## src/rtl/inst_mem_loader.sv

```systemverilog
// -----------------------------------------------------------------------------
// inst_mem_loader
//
// Streams a program into instruction memory from a byte interface. Bytes are
// assembled little-endian into 32-bit words, and each completed word is
// written with a single-cycle strobe. The processor is held off fetch until
// the load completes.
//
// Handshake: a byte transfers on a rising edge where byte_valid and byte_ready
// are both 1. byte_ready depends only on FSM state, never on byte_valid, so
// the producer may hold byte_valid and byte_data until the transfer happens.
//
// Optional feature (macro CHECKSUM_EN): after the data, one extra checksum byte
// is taken in a CHECK state. error is set when (sum of data bytes + checksum
// byte) mod 256 != 0. Without the macro there is no CHECK state, no sum
// register, and error is tied to 0.
//
// Parameters
//   MAX_WORDS   instruction-memory depth in 32-bit words (up to 2047)
//
// Ports
//   clk         sole clock, rising edge
//   rst         synchronous active-high reset
//   start       begin a load; sampled only in IDLE or DONE
//   word_count  words to load; latched (clamped to MAX_WORDS) on start
//   byte_valid  byte_data is valid this cycle
//   byte_data   incoming program byte
//   byte_ready  loader accepts byte_data this cycle (LOAD/CHECK only)
//   mem_we      one-cycle write strobe per word
//   mem_addr    byte address of the written word (bits [1:0] = 0)
//   mem_wdata   word being written
//   cpu_hold    holds the processor off fetch (low only in DONE)
//   busy        load in progress (LOAD/CHECK)
//   done        load finished (DONE)
//   error       checksum mismatch, level
// -----------------------------------------------------------------------------
module inst_mem_loader #(
    parameter int MAX_WORDS = 1024
) (
    input  logic        clk,
    input  logic        rst,
    input  logic        start,
    input  logic [10:0] word_count,
    input  logic        byte_valid,
    input  logic [7:0]  byte_data,
    output logic        byte_ready,
    output logic        mem_we,
    output logic [31:0] mem_addr,
    output logic [31:0] mem_wdata,
    output logic        cpu_hold,
    output logic        busy,
    output logic        done,
    output logic        error
);

    localparam int          IDX_W   = (MAX_WORDS > 1) ? $clog2(MAX_WORDS) : 1;
    localparam logic [10:0] MAX_CNT = 11'(MAX_WORDS);

`ifdef CHECKSUM_EN
    typedef enum logic [1:0] {
        IDLE  = 2'd0,
        LOAD  = 2'd1,
        CHECK = 2'd2,
        DONE  = 2'd3
    } state_t;
`else
    typedef enum logic [1:0] {
        IDLE  = 2'd0,
        LOAD  = 2'd1,
        DONE  = 2'd3
    } state_t;
`endif

    state_t             state_q, state_d;
    logic [10:0]        count_q, count_d;
    logic [IDX_W-1:0]   word_idx_q, word_idx_d;
    logic [1:0]         byte_idx_q, byte_idx_d;
    // Only the low three bytes are stored; the fourth goes straight to mem_wdata.
    logic [23:0]        asm_q, asm_d;
    logic               mem_we_q, mem_we_d;
    logic [31:0]        mem_addr_q, mem_addr_d;
    logic [31:0]        mem_wdata_q, mem_wdata_d;
`ifdef CHECKSUM_EN
    logic [7:0]         sum_q, sum_d;
    logic [7:0]         sum_plus_byte;
    logic               error_q, error_d;
`endif

    logic byte_fire;
    logic last_word;

    assign byte_fire = byte_valid & byte_ready;
    assign last_word = (11'(word_idx_q) == (count_q - 11'd1));

`ifdef CHECKSUM_EN
    assign sum_plus_byte = sum_q + byte_data;
`endif

    // Next-state and datapath update.
    always_comb begin
        state_d     = state_q;
        count_d     = count_q;
        word_idx_d  = word_idx_q;
        byte_idx_d  = byte_idx_q;
        asm_d       = asm_q;
        mem_we_d    = 1'b0;
        mem_addr_d  = mem_addr_q;
        mem_wdata_d = mem_wdata_q;
`ifdef CHECKSUM_EN
        sum_d       = sum_q;
        error_d     = error_q;
`endif

        case (state_q)
            IDLE, DONE: begin
                if (start) begin
                    if (word_count == 11'd0) begin
                        state_d = DONE;
                    end else begin
                        state_d    = LOAD;
                        count_d    = (word_count > MAX_CNT) ? MAX_CNT : word_count;
                        word_idx_d = '0;
                        byte_idx_d = 2'd0;
                        asm_d      = 24'd0;
`ifdef CHECKSUM_EN
                        sum_d      = 8'd0;
`endif
                    end
`ifdef CHECKSUM_EN
                    error_d = 1'b0;
`endif
                end
            end

            LOAD: begin
                if (byte_fire) begin
                    byte_idx_d = byte_idx_q + 2'd1;
`ifdef CHECKSUM_EN
                    sum_d      = sum_plus_byte;
`endif
                    case (byte_idx_q)
                        2'd0: asm_d[7:0]   = byte_data;
                        2'd1: asm_d[15:8]  = byte_data;
                        2'd2: asm_d[23:16] = byte_data;
                        default: begin
                            // Word complete: the write strobe appears next cycle
                            // while the next word's bytes keep flowing in.
                            mem_we_d    = 1'b1;
                            mem_addr_d  = 32'(word_idx_q) << 2;
                            mem_wdata_d = {byte_data, asm_q};
                            if (last_word) begin
`ifdef CHECKSUM_EN
                                state_d = CHECK;
`else
                                state_d = DONE;
`endif
                            end else begin
                                // Index is held on the last word so it never
                                // passes MAX_WORDS-1.
                                word_idx_d = word_idx_q + 1'b1;
                            end
                        end
                    endcase
                end
            end

`ifdef CHECKSUM_EN
            CHECK: begin
                if (byte_fire) begin
                    error_d = (sum_plus_byte != 8'd0);
                    state_d = DONE;
                end
            end
`endif

            default: state_d = IDLE;
        endcase
    end

    always_ff @(posedge clk) begin
        if (rst) begin
            state_q     <= IDLE;
            count_q     <= 11'd0;
            word_idx_q  <= '0;
            byte_idx_q  <= 2'd0;
            asm_q       <= 24'd0;
            mem_we_q    <= 1'b0;
            mem_addr_q  <= 32'd0;
            mem_wdata_q <= 32'd0;
`ifdef CHECKSUM_EN
            sum_q       <= 8'd0;
            error_q     <= 1'b0;
`endif
        end else begin
            state_q     <= state_d;
            count_q     <= count_d;
            word_idx_q  <= word_idx_d;
            byte_idx_q  <= byte_idx_d;
            asm_q       <= asm_d;
            mem_we_q    <= mem_we_d;
            mem_addr_q  <= mem_addr_d;
            mem_wdata_q <= mem_wdata_d;
`ifdef CHECKSUM_EN
            sum_q       <= sum_d;
            error_q     <= error_d;
`endif
        end
    end

    // State-decoded outputs.
`ifdef CHECKSUM_EN
    assign byte_ready = (state_q == LOAD) || (state_q == CHECK);
    assign error      = error_q;
`else
    assign byte_ready = (state_q == LOAD);
    assign error      = 1'b0;
`endif
    assign busy      = byte_ready;
    assign done      = (state_q == DONE);
    assign cpu_hold  = (state_q != DONE);
    assign mem_we    = mem_we_q;
    assign mem_addr  = mem_addr_q;
    assign mem_wdata = mem_wdata_q;

endmodule

```

## config.mk

```make
export PLATFORM = sky130hd
export DESIGN_NAME = inst_mem_loader
export DESIGN_NICKNAME = d
export VERILOG_FILES = /design/src/rtl/inst_mem_loader.sv
export SDC_FILE = /design/constraint.sdc
export NUM_CORES = 1
export LEC_CHECK = 0
export CORE_AREA = 2 2 96 98
export CTS_BUF_LIST = sky130_fd_sc_hd__clkbuf_2 sky130_fd_sc_hd__clkbuf_4 sky130_fd_sc_hd__clkbuf_8
export DETAILED_ROUTE_END_ITERATION = 10
export DIE_AREA = 0 0 98 100
export GPL_TIMING_DRIVEN = 0
export PLACE_DENSITY = 0.77
export SYNTH_ARGS = -nofsm -noshare
export SYNTH_HDL_FRONTEND = slang
export SYNTH_SLANG_ARGS = --single-unit
export TNS_END_PERCENT = 10
```

## constraint.sdc

```tcl
create_clock -name clk -period 2.85 [get_ports clk]
set_input_delay 0.4275 -clock clk [delete_from_list [all_inputs] [get_ports clk]]
set_output_delay 0.4275 -clock clk [all_outputs]
set_load 0.01 [all_outputs]
```

== Word level (Yosys, flattened, before mapping) ==
Index checks and enable logic that the tools add are counted.
Cells by class
  add/subtract/negate cells: 3
  order comparisons: 1
  equal/unequal tests: 15
  multiplexer cells: 25
  bitwise gates (word level): 5
  reductions and logical operators: 15
Operators with widths (count)
  two-way mux 24 bit: 3
  two-way mux 10 bit: 5
  case mux 24 bit (2 select lines): 1
  two-way mux 8 bit: 3
  case mux 10 bit (2 select lines): 1
  two-way mux 2 bit: 8
  AND reduction 5 bit: 3
  equality test 10 x 11 -> 1 bit: 1
  > comparator 11 bit (second input constant): 1
  logical NOT 11 bit: 1
  two-way mux 11 bit: 1
  subtractor 11 x 1 -> 11 bit (second input constant): 1
  adder 10 x 1 -> 10 bit (second input constant): 1
  != test 2 x 1 -> 1 bit (second input constant): 5
  != test 2 bit (second input constant): 5
  case mux 2 bit (2 select lines): 2
  AND reduction 4 bit: 2
  AND reduction 3 bit: 2
  AND reduction 6 bit: 1
  OR reduction 3 bit: 2
  equality test 2 x 1 -> 1 bit (second input constant): 2
  equality test 2 bit (second input constant): 2
  logical NOT 2 bit: 2
  inverter 1 bit: 4
  5 further kinds: 5
Storage, ports and cells
  register bits after elaboration: 92
  input bits: 23
  output and inout port bits: 70
  word-level logic and storage cells: 74

== Logic depth before layout (Yosys ltp) ==
Gate-level depths: netlist of the first run.
  depth in word-level cells: 6
  depth in mapped cells: 13
  mapped depth without buffers: 10

== Least setup slack after synthesis of the first run ==
OpenSTA, ideal clock, no wires.
  path type: flip-flop to flip-flop
  start: register count_q[0]
  end: register word_idx_q[9]
  library setup time: 68 ps
  arrival time: 2562 ps
  required time: 2782 ps
  setup slack: 220 ps
  cell stages (with the launch flop): 13
  buffers on the path: 2
  clock period less this slack: 2630 ps
  path through: dfxtp_1 -> clkbuf_1 -> inv_1 -> ha_1 -> buf_2 -> nor4b_1 -> nand3_1 -> xor2_1 -> o211ai_1 -> o311a_4 -> nor2_8 -> or4_1 -> a21oi_2
On the way
  cells in the longest elaborated chain, start to end: 4
RTL lines
  from (decl): line 75  | logic [10:0] count_q, count_d;
  from (signal assigned): line 196  | count_q <= count_d;
  subtractor 11 x 1 -> 11 bit: line 93  | assign last_word = (11'(word_idx_q) == (count_q - 11'd1));
  equality test 10 x 11 -> 1 bit: line 93
  != test 2 bit (no source line)
  AND reduction 6 bit (no source line)
  to (signal assigned): line 197  | word_idx_q <= word_idx_d;
  to (decl): line 76  | logic [IDX_W-1:0] word_idx_q, word_idx_d;
Every way passes these cells.
A chain may end at the register's enable or synchronous reset.

== Worst setup path in the final report of the first run ==
  start: register count_q[1]
  end: register word_idx_q[6]
Same word-level chain as after synthesis.

==> flow_summary.yaml, run 1 <==
critical_path:
  endpoint_kind: "flop"
  worst_ep_arrival_time_ns: 2.92
  slowest_delay_ns: 0.45
  r2r_setup_slack_ns: 0.17
  path_cells: "inv_1, ha_1, buf_2, o21bai_1, a211oi_1, a311oi_1, a22o_1, o311a_4, nor2_8, buf_6, or3_1, a21oi_1"
  start_kind: "flop"
  critPathSlowestCell: "dfxtp_1"
  crit_required_ns: 3.09
  path_class: "reg2reg"
  cp_max_fo: 10
die:
  die_area_mm2: 0.00980
  fp.dieH_um: 100
  core-area_mm2: 0.00889
  ios: 93
  initial_core_util_pct: 47.3
  rows: 35
  die_w_um: 98
sta:
  min_period_over_period_pct: 94.0
  fin_tns_setup_ns: 0
  fmax_mhz: 373
  drv_slew: 0
  tightest_slew_ns: 0.615
  max_slew_margin_pct: 59.0
  setup_violations: 0
  finClkSkew_ns: 0.00638
  rsz0062_at_grt: "false"
  hold_viol: 0
  worst_hold_slack_ns: 0.457
  fin_crit_ns: 2.68
final_layout:
  final_cell_mix: "nand2_1, dfxtp_1, a21oi_1"
  areaGrowthSynthToFinish_pct: 28.0
  seqCellArea_mm2: 0.00184
  drive_gt1_share_pct: 10.1
  diodes: 0
  final_common_cell: "nand2_1"
  finish.instance_area_mm2: 0.00538
  multiInputGateArea_mm2: 0.00214
  n_fill_cell: 823
  fin_cells: 743
  fin_nets: 659
power:
  combPwrFrac_pct: 25.6
  swShare_pct: 32.2
  pwr_density_cell_mw_per_mm2: 603
  vdd_drop_max_mv: 0.436
  power_leakage_nw: 1.98
  sequentialPowerShare_pct: 43.5
  total_power_mw: 3.24
  clkPwrFrac_pct: 31.0
  p_sw_mw: 1.04
  p_int_mw: 2.20
routing:
  num_vias: 3878
  ant_nets: 0
  drt-wirelength-per-cell_um: 13.6
  vias_per_cell: 5.22
  drc: 0
  drt_iter0_markers: 193
  drtPass1Iterations: 5
  drt_wl_total_um: 10100
cts:
  h-tree-depth: 3
  cts_tree: "built"
  clockRootBuffer: "clkbuf_8"
  cts-buffers-inserted: 9
  cts_setup_buffers: 0
  clk_path_buf_depth: 2
  cts.reportedPaths.clkPinSlew_ns: 0.09
  clk_latency_ns: 0.37
  clock-sinks: 92
  holdBufCountCts: 0
  cts_resized: 6
placed_design:
  post-place-cells: 729
  portBuffers: 69
  place_hpwl_um: 7410
  gp_congestion: 0.813
  dpl_cell_area_mm2: 0.00512
yosys:
  synth-async-reset-ratio_pct: 0
  yosysTopAreaCellShare_pct: 43.8
  ys_warn_count: 0
  synthTopCellsByArea: "dfxtp_1, nand2_1, a21oi_1"
  synth_area_mm2: 0.00421
  seq_area_frac_synth_pct: 43.8
  syn_area_per_cell_um2: 7.98
  ys.flop_type: "dfxtp_1"
  synth_cell_types: 51
  netlist.top_cell.by_area: "dfxtp_1"
  ys_ff_latch: 92
  synth_cells: 527
  synth_edf_count: 0
hold_path:
  min_path_type: "reg2reg"
job:
  cap_viol_max_count: 0
global_route:
  grt_usage_pct: 20.6
  grt-ovfl-total: 0
  grt_max_degree: 17
  antenna_found_initial: 0
  grt_pass1_vias: 3517
  grt_pass1_wl_um: 16400
status:
  status: "completed"
## synth_stat cells, types with 5 or more instances
library cell and count:
nand3_1 24, or3_1 7, xor2_1 9, nor2_1 31, clkbuf_1 26, nand2_1 114
a21oi_1 84, inv_1 7, ha_1 9, o21ai_1 5, nor4_1 5, dfxtp_1 92
a22oi_1 8, buf_4 24, nor3b_1 11
## state kept, by name, indices dropped and copies added, names as in the netlist
| register | cells |
|---|---|
| mem_wdata | 32 |
| asm_q | 24 |
| count_q | 11 |
| mem_addr | 10 |
| word_idx_q | 10 |
| byte_idx_q | 2 |
| state_q | 2 |
| mem_we | 1 |
## final cells by class
class                      instances  area share [%]
buffer                            54            5.83
clock buffer                      10            2.56
clock inverter                     6            1.74
inverter                           7           0.488
multi-input combinational        394            39.7
sequential                        92            34.2
tap                              111            2.58
timing repair buffer              69            12.8
## logic make-up after synthesis
logic type / count (synthesis) / share of synthesized area, %
simple gates: 226 / 25.3
compound gates: 122 / 17.0
flops: 92 / 43.8
buf+inv: 63 / 8.21
xor+xnor: 13 / 2.71
fa+ha+maj: 9 / 2.68
other cells: 1 / 0.0891
mux: 1 / 0.238
## power by group through the flow
| stage | combinational (mW) | clock (mW) | sequential (mW) |
|---|---|---|---|
| after floorplan | 0.593 | 0 | 1.42 |
| after global placement | 0.772 | 0 | 1.43 |
| after detailed placement | 0.795 | 0 | 1.43 |
| after CTS | 0.818 | 1.02 | 1.41 |
| after global routing | 0.922 | 1.07 | 1.42 |
| final | 0.829 | 1.00 | 1.41 |
## layer usage
layer	GRT usage (%)	part of all wire [%]	up-vias
met5	0	0	-
met4	7.26	1.6	0
met3	3.83	5.5	15
met2	34.3	46	114
met1	27.0	47	1799
li1	-	-	1950
## worst paths after layout
check | startpoint | to | depth (start not counted)
hold reg to reg | mem_addr[7] | mem_addr[7] | 2
hold / removal | mem_addr[7] | mem_addr[7] | 2
setup / recovery | count_q[1] | word_idx_q[6] | 12
setup reg to reg | count_q[1] | word_idx_q[6] | 12
## metrics by stage
| step | setup WS, ns | utilization, % |
|---|---|---|
| after CTS | 0.00338 | 60.4 |
| after global routing | 0.0208 | 60.5 |
| final | 0.172 | 60.5 |
| after global placement | -0.406 | 57.6 |
| after detailed placement | -0.459 | 57.6 |
| after floorplan | 0.220 | - |
## worst max-delay path, delay by kind of cell, from the launching register on
| kind | cells | cell delay (ns) |
|---|---|---|
| simple gates | 2 | 0.26 |
| flops | 1 | 0.45 |
| buf+inv | 3 | 0.40 |
| fa+ha+maj | 1 | 0.18 |
| compound gates | 6 | 1.27 |
Note: power is estimated with default switching activity, not from simulation.
==> inputs of run 2 (changes only) <==
- CTS_CLUSTER_DIAMETER: unset -> 60
==> results of run 2 <==
Same layout as run 1: the final DEF is identical, and so are final timing and power.
